### config.mk
export PLATFORM = sky130hd
export DESIGN_NAME = jtag_tap_controller_flat
export DESIGN_NICKNAME = d
export VERILOG_FILES = /design/src/rtl/jtag_tap_controller_if.sv /design/src/rtl/jtag_tap_controller.sv /design/src/flat_wrapper.sv
export SDC_FILE = /design/constraint.sdc
export NUM_CORES = 1
export LEC_CHECK = 0
export CAP_MARGIN = 20
export CELL_PAD_IN_SITES_DETAIL_PLACEMENT = 1
export CELL_PAD_IN_SITES_GLOBAL_PLACEMENT = 1
export CORE_MARGIN = 3
export CORE_UTILIZATION = 39
export CTS_BUF_LIST = sky130_fd_sc_hd__clkbuf_8
export DETAILED_ROUTE_END_ITERATION = 10
export GPL_ROUTABILITY_DRIVEN = 0
export HOLD_SLACK_MARGIN = 0.03
export PLACE_DENSITY = 0.88
export SYNTH_ARGS = -nofsm -noshare
export SYNTH_HDL_FRONTEND = slang
export SYNTH_SLANG_ARGS = --single-unit
### constraint.sdc
create_clock -name TCK -period 1.4 [get_ports TCK]
set_input_delay 0.35 -clock TCK [delete_from_list [all_inputs] [get_ports TCK]]
set_output_delay 0.35 -clock TCK [all_outputs]
set_load 0.005 [all_outputs]
### src/rtl/jtag_tap_controller_if.sv
// TAP serial, boundary-scan strobe and debug signals between a JTAG TAP controller and its environment.
// Carries no state of its own. The master side drives TMS/TDI/BSR_TDO, and the slave (TAP) side drives everything else.
interface jtag_tap_controller_if;
    logic       TMS;
    logic       TDI;
    logic       BSR_TDO;
    logic       ShiftDR;
    logic       ClockDR;
    logic       UpdateDR;
    logic       Mode;
    logic       TDO;
    logic       TDO_EN;
    logic [3:0] STATE;

    modport master (
        output TMS, TDI, BSR_TDO,
        input  ShiftDR, ClockDR, UpdateDR, Mode, TDO, TDO_EN, STATE
    );

    modport slave (
        input  TMS, TDI, BSR_TDO,
        output ShiftDR, ClockDR, UpdateDR, Mode, TDO, TDO_EN, STATE
    );
endinterface

### src/rtl/jtag_tap_controller.sv
// IEEE 1149.1 TAP controller with the EXTEST, SAMPLE/PRELOAD and BYPASS instructions; defining JTAG_IDCODE_EN adds IDCODE.
// Latency: the FSM advances once per TCK, BYPASS adds one TCK of TDI-to-TDO delay, and boundary TDO passes through combinationally.
// Backpressure: none. The TAP follows TMS every cycle, and Pause-DR/IR is the only way to hold a scan.
module jtag_tap_controller #(
    parameter int          IR_WIDTH     = 4,
    parameter logic [31:0] IDCODE_VALUE = 32'h1000_0001
) (
    input  logic                 TCK,
    input  logic                 TRST,
    jtag_tap_controller_if.slave jtag
);

    if (IR_WIDTH < 2 || IDCODE_VALUE[0] != 1'b1) begin : g_param_check
        $error("jtag_tap_controller: IR_WIDTH must be >= 2 and IDCODE_VALUE[0] must be 1");
    end

    typedef enum logic [3:0] {
        TEST_LOGIC_RESET = 4'hF,
        RUN_TEST_IDLE    = 4'hC,
        SELECT_DR        = 4'h7,
        CAPTURE_DR       = 4'h6,
        SHIFT_DR         = 4'h2,
        EXIT1_DR         = 4'h1,
        PAUSE_DR         = 4'h3,
        EXIT2_DR         = 4'h0,
        UPDATE_DR        = 4'h5,
        SELECT_IR        = 4'h4,
        CAPTURE_IR       = 4'hE,
        SHIFT_IR         = 4'hA,
        EXIT1_IR         = 4'h9,
        PAUSE_IR         = 4'hB,
        EXIT2_IR         = 4'h8,
        UPDATE_IR        = 4'hD
    } tap_state_t;

    localparam logic [IR_WIDTH-1:0] IR_EXTEST  = '0;
    localparam logic [IR_WIDTH-1:0] IR_SAMPLE  = IR_WIDTH'(1);
    localparam logic [IR_WIDTH-1:0] IR_BYPASS  = '1;
    localparam logic [IR_WIDTH-1:0] IR_CAPTURE = IR_WIDTH'(1);
`ifdef JTAG_IDCODE_EN
    localparam logic [IR_WIDTH-1:0] IR_IDCODE  = IR_WIDTH'(2);
    localparam logic [IR_WIDTH-1:0] IR_RESET   = IR_IDCODE;
`else
    localparam logic [IR_WIDTH-1:0] IR_RESET   = IR_BYPASS;
`endif

    tap_state_t          state;
    tap_state_t          state_nxt;
    logic [IR_WIDTH-1:0] ir;
    logic [IR_WIDTH-1:0] ir_sr;
    logic                bypass_q;
    logic                go_reset;
    logic                bnd_sel;
`ifdef JTAG_IDCODE_EN
    logic                id_sel;
    logic [31:0]         idcode_sr;
`endif

    always_ff @(posedge TCK) begin
        if (TRST) state <= TEST_LOGIC_RESET;
        else      state <= state_nxt;
    end

    always_comb begin
        state_nxt = state;
        case (state)
            TEST_LOGIC_RESET: state_nxt = jtag.TMS ? TEST_LOGIC_RESET : RUN_TEST_IDLE;
            RUN_TEST_IDLE:    state_nxt = jtag.TMS ? SELECT_DR        : RUN_TEST_IDLE;
            SELECT_DR:        state_nxt = jtag.TMS ? SELECT_IR        : CAPTURE_DR;
            CAPTURE_DR:       state_nxt = jtag.TMS ? EXIT1_DR         : SHIFT_DR;
            SHIFT_DR:         state_nxt = jtag.TMS ? EXIT1_DR         : SHIFT_DR;
            EXIT1_DR:         state_nxt = jtag.TMS ? UPDATE_DR        : PAUSE_DR;
            PAUSE_DR:         state_nxt = jtag.TMS ? EXIT2_DR         : PAUSE_DR;
            EXIT2_DR:         state_nxt = jtag.TMS ? UPDATE_DR        : SHIFT_DR;
            UPDATE_DR:        state_nxt = jtag.TMS ? SELECT_DR        : RUN_TEST_IDLE;
            SELECT_IR:        state_nxt = jtag.TMS ? TEST_LOGIC_RESET : CAPTURE_IR;
            CAPTURE_IR:       state_nxt = jtag.TMS ? EXIT1_IR         : SHIFT_IR;
            SHIFT_IR:         state_nxt = jtag.TMS ? EXIT1_IR         : SHIFT_IR;
            EXIT1_IR:         state_nxt = jtag.TMS ? UPDATE_IR        : PAUSE_IR;
            PAUSE_IR:         state_nxt = jtag.TMS ? EXIT2_IR         : PAUSE_IR;
            EXIT2_IR:         state_nxt = jtag.TMS ? UPDATE_IR        : SHIFT_IR;
            UPDATE_IR:        state_nxt = jtag.TMS ? SELECT_DR        : RUN_TEST_IDLE;
        endcase
    end

    // Clearing on entry into Test-Logic-Reset, rather than one cycle later, makes a TMS-driven
    // reset look identical to TRST on the very first Test-Logic-Reset cycle.
    assign go_reset = TRST || (state_nxt == TEST_LOGIC_RESET);
    assign bnd_sel  = (ir == IR_EXTEST) || (ir == IR_SAMPLE);

    always_ff @(posedge TCK) begin
        if (go_reset) begin
            ir    <= IR_RESET;
            ir_sr <= '0;
        end else begin
            if (state == UPDATE_IR) ir <= ir_sr;
            if (state == CAPTURE_IR)    ir_sr <= IR_CAPTURE;
            else if (state == SHIFT_IR) ir_sr <= {jtag.TDI, ir_sr[IR_WIDTH-1:1]};
        end
    end

    always_ff @(posedge TCK) begin
        if (go_reset || state == CAPTURE_DR) bypass_q <= 1'b0;
        else if (state == SHIFT_DR)          bypass_q <= jtag.TDI;
    end

`ifdef JTAG_IDCODE_EN
    assign id_sel = (ir == IR_IDCODE);

    always_ff @(posedge TCK) begin
        if (go_reset)                            idcode_sr <= '0;
        else if (id_sel && state == CAPTURE_DR)  idcode_sr <= IDCODE_VALUE;
        else if (id_sel && state == SHIFT_DR)    idcode_sr <= {jtag.TDI, idcode_sr[31:1]};
    end
`endif

    always_comb begin
        jtag.ShiftDR  = 1'b0;
        jtag.ClockDR  = 1'b0;
        jtag.UpdateDR = 1'b0;
        jtag.TDO      = 1'b0;
        jtag.STATE    = state;
        jtag.Mode     = (ir == IR_EXTEST);
        jtag.TDO_EN   = (state == SHIFT_DR) || (state == SHIFT_IR);
        if (bnd_sel) begin
            jtag.ShiftDR  = (state == SHIFT_DR);
            jtag.ClockDR  = (state == CAPTURE_DR) || (state == SHIFT_DR);
            jtag.UpdateDR = (state == UPDATE_DR);
        end
        if (state == SHIFT_IR) begin
            jtag.TDO = ir_sr[0];
        end else if (state == SHIFT_DR) begin
            if (bnd_sel)     jtag.TDO = jtag.BSR_TDO;
`ifdef JTAG_IDCODE_EN
            else if (id_sel) jtag.TDO = idcode_sr[0];
`endif
            else             jtag.TDO = bypass_q;
        end
    end

endmodule
### src/flat_wrapper.sv
// flat-port wrapper written by rule: the top's interface ports become plain ports
module jtag_tap_controller_flat 
#(
    parameter int          IR_WIDTH     = 4,
    parameter logic [31:0] IDCODE_VALUE = 32'h1000_0001
)
  (TCK, TRST, jtag_TMS, jtag_TDI, jtag_BSR_TDO, jtag_ShiftDR, jtag_ClockDR, jtag_UpdateDR, jtag_Mode, jtag_TDO, jtag_TDO_EN, jtag_STATE);
  jtag_tap_controller_if jtag_i ();
  input  logic TCK;
  input  logic TRST;
  input wire logic [$bits(jtag_i.TMS)-1:0] jtag_TMS;
  input wire logic [$bits(jtag_i.TDI)-1:0] jtag_TDI;
  input wire logic [$bits(jtag_i.BSR_TDO)-1:0] jtag_BSR_TDO;
  output wire logic [$bits(jtag_i.ShiftDR)-1:0] jtag_ShiftDR;
  output wire logic [$bits(jtag_i.ClockDR)-1:0] jtag_ClockDR;
  output wire logic [$bits(jtag_i.UpdateDR)-1:0] jtag_UpdateDR;
  output wire logic [$bits(jtag_i.Mode)-1:0] jtag_Mode;
  output wire logic [$bits(jtag_i.TDO)-1:0] jtag_TDO;
  output wire logic [$bits(jtag_i.TDO_EN)-1:0] jtag_TDO_EN;
  output wire logic [$bits(jtag_i.STATE)-1:0] jtag_STATE;
  assign jtag_i.TMS = jtag_TMS;
  assign jtag_i.TDI = jtag_TDI;
  assign jtag_i.BSR_TDO = jtag_BSR_TDO;
  assign jtag_ShiftDR = jtag_i.ShiftDR;
  assign jtag_ClockDR = jtag_i.ClockDR;
  assign jtag_UpdateDR = jtag_i.UpdateDR;
  assign jtag_Mode = jtag_i.Mode;
  assign jtag_TDO = jtag_i.TDO;
  assign jtag_TDO_EN = jtag_i.TDO_EN;
  assign jtag_STATE = jtag_i.STATE;
  jtag_tap_controller #(.IR_WIDTH(IR_WIDTH), .IDCODE_VALUE(IDCODE_VALUE)) u_core (.TCK(TCK), .TRST(TRST), .jtag(jtag_i));
endmodule
==> reports/results.tsv, run 1 <==
stage	metric	value	unit
status	status	aborted with a tool error	
status	failing step	global routing (5_1_grt)	
status	error msg	[ERROR DPL-0033] detailed placement checks failed during check placement.	
yosys	Synth Area per Inst	9.04	um2
yosys	Synth cell types	34	
cts	clock sink count	13	
cts	CTS root buf	clkbuf_8	
sta	Worst endpoint type	primary output	
yosys	Yosys top cell by area	dfxtp_1	
die	row cnt	15	
placement	pre-CTS WS	-0.649	ns
placement	Post-Place Cell Area	0.00102	mm2
yosys	top post-synthesis cells by count	dfxtp_1 (13), nand2b_1 (6), nor2_1 (5)	
yosys	Post-Syn Instances	81	
placement	hpwl dp	1700	um
yosys	Post-synth EDFFs	0	
yosys	asr flop ratio synth	0	%
yosys	Post-Syn Nets	86	
placement	post-placement cell count	132	
die	io pins	15	
die	Die Wd	49.3	um
sta	post-GRT worst EP	jtag_TDO	
global_route	largest net degree at the start of global routing	15	
cts	cts hold-fix bufs	0	
yosys	YS warnings	0	
yosys	Yosys top cell area share	35.6	%
yosys	Synth Flop Type	dfxtp_1	
die	Die H	49.3	um
global_route	initial antenna violation count	0	
cts	CTS Buf Count	3	
yosys	register area share after synthesis	35.6	%
die	initial core utilization	41.9	%
cts	H-tree depth	1	
yosys	synthesized cell area	732	um2
yosys	leading post-synthesis cells by cell area	dfxtp_1 (36%), nand2b_1 (5.1%), mux2_1 (4.6%)	
cts	Clock Path Buffers	2	
yosys	top-count cell post-synth	dfxtp_1	
placement	port buffer count	14	
yosys	Seq cells post-synth	13	
[kinds of logic after synthesis]
group	share of synthesized area, %
multiplexers	8.72
flip-flops	35.6
buffers and inverters	6.33
AO/OA/AOI/OAI	19.8
AND/OR/NAND/NOR	29.6
[timing repair]
action                                  4_1_cts
gates resized for setup                      67
setup buffers                                10
pin swaps                                    12
gates cloned                                  0
endpoints found under the setup margin       20
[through the flow]
stage	hold WS (ns)	setup TNS, ns	util, %
after CTS	0.507	-1.42	71.2
after detailed placement	0.469	-6.20	58.5
after global placement	0.460	-4.69	58.5
after floorplan	0.444	0	-
==> inputs of run 2 (changes only) <==
==> config.mk (replaced) <==
export PLATFORM = sky130hd
export DESIGN_NAME = jtag_tap_controller_flat
export DESIGN_NICKNAME = d
export VERILOG_FILES = /design/src/rtl/jtag_tap_controller_if.sv /design/src/rtl/jtag_tap_controller.sv /design/src/flat_wrapper.sv
export SDC_FILE = /design/constraint.sdc
export NUM_CORES = 1
export LEC_CHECK = 0
export CAP_MARGIN = 20
export CORE_AREA = 3 3 64 66
export DETAILED_ROUTE_END_ITERATION = 10
export DIE_AREA = 0 0 67 69
export GPL_ROUTABILITY_DRIVEN = 0
export PLACE_DENSITY_LB_ADDON = 0.15
export SYNTH_ARGS = -nofsm -noshare
export SYNTH_HDL_FRONTEND = slang
export SYNTH_SLANG_ARGS = --single-unit
==> run 2 against run 1 <==
Against the previous run: the flow now finishes, with violations (negative setup slack); synthesized area is the same; synthesized cell count stayed put.
==> reports/results.tsv, run 2 <==
stage	metric	value	unit
sta	Layout Skew	0.00179	ns
setup_path	startpoint types	flop	
die	core region area	0.00363	mm2
yosys	asr flop ratio synth	0	%
status	status	complete, but fails checks	
global_route	vias in the first global route	849	
cts	Clock transition at path regs	0.06	ns
die	Die H	69	um
pwr	power per cell area	937	mW/mm2
setup_path	reg2reg path depth	5	
detailed_routing	DRC	0	
sta	Max transition margin	81.0	%
min_path	hold depth	1	
yosys	synthesized cell area	732	um2
cts	CTS Buf Count	3	
sta	crit path time final	1.65	ns
layout	most used cells in the layout excluding fill and tap cells	buf_4 (21), buf_6 (14), buf_2 (6), dfxtp_1 (6)	
die	initial core utilization	20.1	%
layout	Area Overhead vs Synth	92.5	%
sta	Setup Viol. Count Final	11	
yosys	Yosys top cell by area	dfxtp_1	
cts	clock sink count	13	
setup_path	Worst EP required	1.05	ns
setup_path	worst-path maximum fanout	2	
die	die area	0.00462	mm2
layout	Antenna Cells	0	
cts	cts hold-fix bufs	0	
layout	commonest non-fill, non-tap cell in the layout	buf_4	
global_route	global-route usage over all layers	11.6	%
cts	Clock Path Buffers	2	
yosys	Synth cell types	34	
cts	CTS root buf	clkbuf_8	
detailed_routing	post-detailed-route via-to-cell ratio	4.49	
yosys	YS warnings	0	
layout	post-layout util	38.8	%
placement	port buffer count	14	
yosys	Seq cells post-synth	13	
sta	final period utilization	118	%
setup_path	worst reg2reg setup slack	-0.16	ns
global_route	first-pass GRT wire length	4120	um
global_route	initial antenna violation count	0	
detailed_routing	Routed Antenna Nets	0	
min_path	HP Class	flop to flop	
yosys	Yosys top cell area share	35.6	%
sta	worst slew pin tran	0.281	ns
yosys	Synth Area per Inst	9.04	um2
job	max-cap viol count	0	
detailed_routing	DRT Pass-1 Iters	4	
die	row cnt	22	
cts	clock latency on the worst-skew pair	0.24	ns
pwr	Lkg Pwr	0.584	nW
placement	pre-CTS WS	-0.634	ns
setup_path	Crit. End Element	output pin	
setup_path	Arrival @ worst endpoint	1.30	ns
yosys	Post-Syn Instances	81	
layout	fillcell total	389	
sta	Max Transition Viols Final	0	
global_route	total gr overflow	0	
yosys	Post-synth EDFFs	0	
sta	RSZ-0062 raised after global routing	yes	
yosys	Post-Syn Nets	86	
status	failing checks	negative setup slack	
detailed_routing	DRT iter0 DRCs	57	
detailed_routing	DR WL/cell	13.7	um
layout	Final nets	137	
pwr	peak supply drop	0.274	mV
die	io pins	15	
yosys	leading post-synthesis cells by cell area	dfxtp_1 (36%), nand2b_1 (5.1%), mux2_1 (4.6%)	
detailed_routing	vias	803	
detailed_routing	Routed WL	2440	um
setup_path	critical path class	flop to output pin	
layout	post-route cell area	0.00141	mm2
placement	hpwl dp	1500	um
global_route	largest net degree at the start of global routing	14	
yosys	top-count cell post-synth	dfxtp_1	
yosys	register area share after synthesis	35.6	%
sta	final worst setup slack	-0.246	ns
cts	H-tree depth	1	
yosys	Synth Flop Type	dfxtp_1	
die	Die Wd	67	um
sta	endpoints failing hold	0	
placement	Post-Place Cell Area	0.00106	mm2
yosys	top post-synthesis cells by count	dfxtp_1 (13), nand2b_1 (6), nor2_1 (5)	
sta	Fmax	607	MHz
layout	fraction of layout cells with a size suffix above 1	58.8	%
cts	CTS tree	yes	
-- run 2: cell counts after synthesis --
No cell type changed its count.
-- run 2: power breakdown --
| group | leakage (nW) | internal [mW] | switching (mW) |
|---|---|---|---|
| Combinational | 0.456 | 0.323 | 0.209 |
| Sequential | 0.106 | 0.407 | 0.0367 |
| Clock | 0.0228 | 0.201 | 0.143 |
-- run 2: cell type report --
| cell class | count | area, um2 | share of cell area (%) |
|---|---|---|---|
| Timing Repair Buffer | 54 | 499 | 35.4 |
| Inverter | 2 | 7.51 | 0.533 |
| Sequential cell | 13 | 279 | 19.8 |
| Tap cell | 48 | 60.1 | 4.26 |
| Clock buffer | 4 | 45.0 | 3.20 |
| Multi-Input combinational cell | 58 | 518 | 36.8 |
-- run 2: through the flow --
stage | setup TNS (ns) | power (mW) | hold WS [ns] | instances
2_1_floorplan | 0 | 0.612 | 0.444 | 81
3_3_place_gp | -5.33 | 0.777 | 0.473 | 156
3_5_place_dp | -5.51 | 0.777 | 0.475 | 156
4_1_cts | -1.53 | 1.27 | 0.490 | 175
5_1_grt | -2.34 | 1.39 | 0.530 | 179
6_report | -1.56 | 1.32 | 0.504 | 179
-- run 2: metal layers --
layer	wire length [um]	share of wire [%]	global-route usage [%]
met1	1050	43	14.2
met5	0	0	0
met4	28	1.1	4.73
met3	113	4.6	2.28
met2	1260	51	19.3
-- run 2: repair_timing --
action / 4_1_cts / 5_1_grt
endpoints found under the setup margin: 20 / 16
gates resized for setup: 68 / 15
hold endpoints to repair: 0 / 0
pin swaps: 13 / 7
buffers inserted: 15 / 5
-- run 2: cells by family (layout without fill, tap and decap cells) --
| kind of cell | after synthesis | after routing | share of synthesized area (%) |
|---|---|---|---|
| simple gates | 33 | 33 | 29.6 |
| compound gates | 19 | 19 | 19.8 |
| flops | 13 | 13 | 35.6 |
| buf+inv | 10 | 60 | 6.33 |
| mux | 6 | 6 | 8.72 |
-- run 2: worst paths after layout --
check / from / endpoint
max reg2reg: u_core.jtag.STATE[1] / u_core.ir[1]
min reg2reg: u_core.ir[0] / u_core.ir[0]
min: u_core.ir[0] / u_core.ir[0]
max: u_core.ir[3] / jtag_UpdateDR
-- run 2: worst max-delay path, cell delays in order, from the launching register on --
cell	delay (ns)
dfxtp_2	0.34
nor3_4	0.20
nand2b_1	0.12
buf_4	0.16
nor3_4	0.10
buf_2	0.13
(Power assumes the default switching activity.)
